[config.mk]
export PLATFORM = sky130hd
export DESIGN_NAME = bitmap_wr_ctrl
export DESIGN_NICKNAME = d
export VERILOG_FILES = /design/src/rtl/bitmap_pkg.sv /design/src/rtl/bitmap_clr_sweep.sv /design/src/rtl/bitmap_wr_ctrl.sv
export SDC_FILE = /design/constraint.sdc
export NUM_CORES = 1
export LEC_CHECK = 0
export ABC_CLOCK_PERIOD_IN_PS = 2480
export CAP_MARGIN = 10
export CORE_UTILIZATION = 45
export DETAILED_ROUTE_END_ITERATION = 12
export PLACE_DENSITY = 0.86
export SETUP_SLACK_MARGIN = 0.5
export SLEW_MARGIN = 20
export SYNTH_ARGS = -nofsm -noshare
export SYNTH_HDL_FRONTEND = slang
export SYNTH_HIERARCHICAL = 1
export SYNTH_SLANG_ARGS = --single-unit
[constraint.sdc]
create_clock -name clk -period 2.48 [get_ports clk]
set_input_delay 0.62 -clock clk [delete_from_list [all_inputs] [get_ports clk]]
set_output_delay 0.62 -clock clk [all_outputs]
set_load 0.1 [all_outputs]
[src/rtl/bitmap_pkg.sv]
// Shared constants for the bitmap write path: default geometry, clear colour
// and the write-controller state encoding.
package bitmap_pkg;

    localparam int BM_ADDR_WIDTH = 14;
    localparam int BM_DATA_WIDTH = 3;

    localparam logic [BM_DATA_WIDTH-1:0] BM_CLR_COLOR = 3'b000;

    // WAIT_FRM is only reachable when BITMAP_CLR_VSYNC_EN is defined
    localparam logic [1:0] ST_IDLE     = 2'd0;
    localparam logic [1:0] ST_WAIT_FRM = 2'd1;
    localparam logic [1:0] ST_CLEAR    = 2'd2;

endpackage

[src/rtl/bitmap_clr_sweep.sv]
// Address counter for the full-screen clear sweep; flags the final address.
module bitmap_clr_sweep
    import bitmap_pkg::*;
#(
    parameter int ADDR_WIDTH = BM_ADDR_WIDTH
) (
    input  logic                  clk,
    input  logic                  reset,
    input  logic                  clr,
    input  logic                  en,
    output logic [ADDR_WIDTH-1:0] cnt,
    output logic [ADDR_WIDTH-1:0] cnt_inc,
    output logic                  last
);

    localparam logic [ADDR_WIDTH-1:0] ONE = {{(ADDR_WIDTH-1){1'b0}}, 1'b1};

    assign cnt_inc = cnt + ONE;
    assign last    = (cnt == {ADDR_WIDTH{1'b1}});

    always_ff @(posedge clk) begin
        if (reset || clr) begin
            cnt <= '0;
        end else if (en) begin
            cnt <= cnt_inc;
        end
    end

endmodule

[src/rtl/bitmap_wr_ctrl.sv]
// Arbitrates the video RAM write port between pen writes and the clear sweep.
// Define BITMAP_CLR_VSYNC_EN to hold the sweep start until the next frame_tick.
module bitmap_wr_ctrl
    import bitmap_pkg::*;
#(
    parameter int                    ADDR_WIDTH = BM_ADDR_WIDTH,
    parameter int                    DATA_WIDTH = BM_DATA_WIDTH,
    parameter logic [DATA_WIDTH-1:0] CLR_COLOR  = DATA_WIDTH'(BM_CLR_COLOR)
) (
    input  logic                  clk,
    input  logic                  reset,
    input  logic                  pen_valid,
    input  logic [ADDR_WIDTH-1:0] pen_addr,
    input  logic [DATA_WIDTH-1:0] pen_data,
    output logic                  pen_rdy,
    input  logic                  clear_req,
    input  logic                  frame_tick,
    output logic                  ram_we,
    output logic [ADDR_WIDTH-1:0] ram_addr,
    output logic [DATA_WIDTH-1:0] ram_din,
    output logic                  busy,
    output logic                  clr_done_tick
);

    logic [1:0]            state;
    logic [1:0]            state_next;
    logic                  sweep_clr;
    logic                  sweep_en;
    logic                  sweep_last;
    logic [ADDR_WIDTH-1:0] cnt;
    logic [ADDR_WIDTH-1:0] cnt_inc;
    logic                  pen_fire;
    logic                  we_next;
    logic [ADDR_WIDTH-1:0] addr_next;
    logic [DATA_WIDTH-1:0] din_next;

    bitmap_clr_sweep #(
        .ADDR_WIDTH(ADDR_WIDTH)
    ) u_sweep (
        .clk    (clk),
        .reset  (reset),
        .clr    (sweep_clr),
        .en     (sweep_en),
        .cnt    (cnt),
        .cnt_inc(cnt_inc),
        .last   (sweep_last)
    );

    // A clear request on the same cycle as a pen request wins the port
    assign pen_rdy       = (state == ST_IDLE) & ~clear_req;
    assign pen_fire      = pen_valid & pen_rdy;
    assign busy          = (state != ST_IDLE);
    assign clr_done_tick = (state == ST_CLEAR) & sweep_last;

`ifndef BITMAP_CLR_VSYNC_EN
    logic unused_frame_tick;
    assign unused_frame_tick = frame_tick;
`endif

    always_comb begin
        state_next = state;
        sweep_clr  = 1'b0;
        sweep_en   = 1'b0;
        we_next    = 1'b0;
        addr_next  = ram_addr;
        din_next   = ram_din;
        case (state)
            ST_IDLE: begin
                if (clear_req) begin
`ifdef BITMAP_CLR_VSYNC_EN
                    state_next = ST_WAIT_FRM;
`else
                    state_next = ST_CLEAR;
                    sweep_clr  = 1'b1;
                    we_next    = 1'b1;
                    addr_next  = '0;
                    din_next   = CLR_COLOR;
`endif
                end else if (pen_fire) begin
                    we_next   = 1'b1;
                    addr_next = pen_addr;
                    din_next  = pen_data;
                end
            end
`ifdef BITMAP_CLR_VSYNC_EN
            ST_WAIT_FRM: begin
                if (frame_tick) begin
                    state_next = ST_CLEAR;
                    sweep_clr  = 1'b1;
                    we_next    = 1'b1;
                    addr_next  = '0;
                    din_next   = CLR_COLOR;
                end
            end
`endif
            // The output register already shows address cnt; load cnt+1 for the next cycle
            ST_CLEAR: begin
                if (sweep_last) begin
                    state_next = ST_IDLE;
                end else begin
                    sweep_en  = 1'b1;
                    we_next   = 1'b1;
                    addr_next = cnt_inc;
                    din_next  = CLR_COLOR;
                end
            end
            default: begin
                state_next = ST_IDLE;
            end
        endcase
    end

    always_ff @(posedge clk) begin
        if (reset) begin
            state    <= ST_IDLE;
            ram_we   <= 1'b0;
            ram_addr <= '0;
            ram_din  <= '0;
        end else begin
            state    <= state_next;
            ram_we   <= we_next;
            ram_addr <= addr_next;
            ram_din  <= din_next;
        end
    end

endmodule

==> metrics.cfg <==
[status]
run_status = completed

[timing]
tns_ns = 0
slew_violations = 0
fin_crit_ns = 2.20
fin_worst_skew_ns = 0.00469
period_share = 0.888
rsz0062_at_grt = true
worstMarginPinSlew_ns = 0.359
relSlewSlack = 0.760
report.final.hold_viol_count = 0
max_freq_mhz = 454
whs_ns = 0.480
setup_viol = 0

[clocking]
clk_pin_slew_ns = 0.07
cts_root_buf = clkbuf_8
cts_tree = done
cts_buffers = 5
clock_latency_ns = 0.29
clock_sinks = 33
ctsHoldBuffers = 0
ctsLongestPathBuffers = 2
cts_max_level = 2

[floorplanning]
die_height_um = 66.1
die_w_um = 66.1
num_io_pins = 43
initial_core_util = 0.486
die_area_sq_um = 4370
num_rows = 22
core_sq_um = 3800

[synth]
ys_types = 33
syn_avg_cell_area_sq_um = 8.14
netlist.area_leader.share = 0.357
synthFlopType = dfxtp_1
async_flop_share = 0
syn-num-nets = 250
syn_area_sq_um = 1850
synth_area_leader_cell = dfxtp_1
synth_edf_count = 0
ys_seq_area_frac = 0.357
synth_common_cells = a21oi_1 (39), inv_1 (34), dfxtp_1 (33)
synth.most_common_cell = a21oi_1
synthCells = 227
ys_warn_count = 6
synth_area_leaders = dfxtp_1 (36%), a21oi_1 (11%), inv_1 (6.9%)
synth-seq-cells = 33

[layout]
layout-drive-gt1-share = 0.265
fillers = 314
area_delta_synth_final_pct = 32.8
seqCellArea_sq_um = 681
multi_input_comb_area_sq_um = 991
final_nets = 294
diodes = 0

[power_and_ir_drop]
p_per_area_nw_per_um2 = 551
ir_drop_mv = 0.230
p_leak_nw = 0.978

[hold_path]
hp-class = reg2reg
whs_path_depth = 2
holdPathEnd = ram_din[2]
min_from = ram_din[2]

[drt]
routed-via-count = 1770
wl_per_cell_um = 13.9
drt_first_pass_iters = 4
drtIter0Drc = 118
viasPerCell = 5.53
drcViolationCount = 0
ant_nets = 0
finalWirelength_um = 4440

[setup_path]
r2r-start = u_sweep/cnt[0]
critical-path-slowest-cell = dfxtp_4
crit_family = simple AND/OR/NAND/NOR gates
cp_data_arrival_time_ns = 1.58
r2r-end = u_sweep/cnt[10]
worstSetupPathType = reg2out
cp.required_ns = 1.86
ff2ff_setup_slack_ns = 0.41
crit_fanout = 2
cp-end-kind = primary output
crit_chain = ha_4 > nand4_1 > nor2_4 > and3_4 > and2_4 > buf_12
path_buf_inv = 1
r2r_cells = 8
crit_path_max_incr_delay_ns = 0.36
setup.worst_path.start_class = flop

[placement]
port_buffers = 41
gp_congestion = 0.770
hpwl_um = 3040

[job]
maxCapViolations = 0

[global_route]
gr-total-overflow = 0
grt_pass1_wl_um = 7380
grt_max_degree = 18
antenna_found_initial = 0
grt_pass1_vias = 1667
track_usage = 0.222

[where the power goes]
group          leakage [nW]  switching [W]  internal, W  total [W]
combinational         0.648       0.000234     0.000101   0.000335
sequential            0.276      0.0000156     0.000552   0.000567
clock                0.0542       0.000200     0.000251   0.000450
total                 0.978       0.000450     0.000903    0.00135
[kinds of logic after synthesis]
| group | synth area share |
|---|---|
| compound gates | 0.229 |
| flops | 0.357 |
| buf+inv | 0.128 |
| fa+ha+maj | 0.00677 |
| simple gates | 0.192 |
| mux | 0.0108 |
| xor+xnor | 0.0758 |
[layout make-up]
type,count,area share
Tap cell,48,0.0245
Clock buffer,7,0.0392
Multi-Input combinational cell,141,0.404
Timing Repair Buffer,56,0.201
Clock inverter,1,0.00204
Sequential cell,33,0.277
Inverter,34,0.0520
[flip-flops by register name, summed over array words and instances, names as in the netlist]
signal	count
ram_addr	14
u_sweep/cnt	14
ram_din	3
ram_we	1
state	1
[placed cells by master, fill, tap and decap left out, types with 2 or more instances in the layout]
master	n
a21oi_1	39
buf_12	2
buf_4	34
clkbuf_8	7
clkdlybuf4s50_1	19
dfxtp_1	21
dfxtp_2	10
dfxtp_4	2
inv_1	34
mux2i_1	2
nand2_1	5
nand3_1	7
nand4_1	9
nor2_1	9
nor2_4	3
nor3_1	6
o21ai_0	5
o221a_1	10
o221a_2	4
o31ai_1	6
or3_1	3
or4_1	5
xnor2_1	8
xor2_1	8
[worst max path at each step]
stage          cells past startpoint         endpoint            from
2_1_floorplan                     11  u_sweep/cnt[11]  u_sweep/cnt[0]
3_3_place_gp                       5      ram_addr[3]       clear_req
3_5_place_dp                       5   u_sweep/cnt[3]       clear_req
5_1_grt                            6    clr_done_tick  u_sweep/cnt[0]
6_report                           6    clr_done_tick  u_sweep/cnt[0]
4_1_cts                            6    clr_done_tick  u_sweep/cnt[0]
[metrics by stage]
| stage | instances | power, W | area (sq um) | util | worst slack (ns) |
|---|---|---|---|---|---|
| 2_1_floorplan | 227 | 0.000824 | 1920 | - | 0.336 |
| 3_3_place_gp | 304 | 0.000906 | 2280 | 0.601 | 0.358 |
| 3_5_place_dp | 304 | 0.000909 | 2280 | 0.601 | 0.314 |
| 4_1_cts | 319 | 0.00136 | 2440 | 0.643 | 0.251 |
| 5_1_grt | 320 | 0.00140 | 2450 | 0.646 | 0.215 |
| 6_report | 320 | 0.00135 | 2450 | 0.646 | 0.278 |
[metal layers]
metal  share of wire  GRT usage  wire length [um]
met3           0.045     0.0517               198
met5               0          0                 0
met4           0.015     0.0957                65
met2            0.50      0.394              2210
met1            0.44      0.251              1960
[worst register-to-register path, delay by kind of cell (launching register included)]
family,cells,cell delay [ns]
AND/OR/NAND/NOR,6,1.35
adder cells (fa/ha/maj),1,0.16
flip-flops,1,0.35
AO/OA/AOI/OAI,1,0.15
[what timing repair did]
| action | CTS | global route |
|---|---|---|
| pin swaps | 4 | 1 |
| setup endpoints to repair | 21 | 23 |
| hold endpoints to repair | 0 | 0 |
| setup buffers | 7 | 1 |
| gates resized for setup | 6 | 4 |
(Power assumes the default switching activity.)
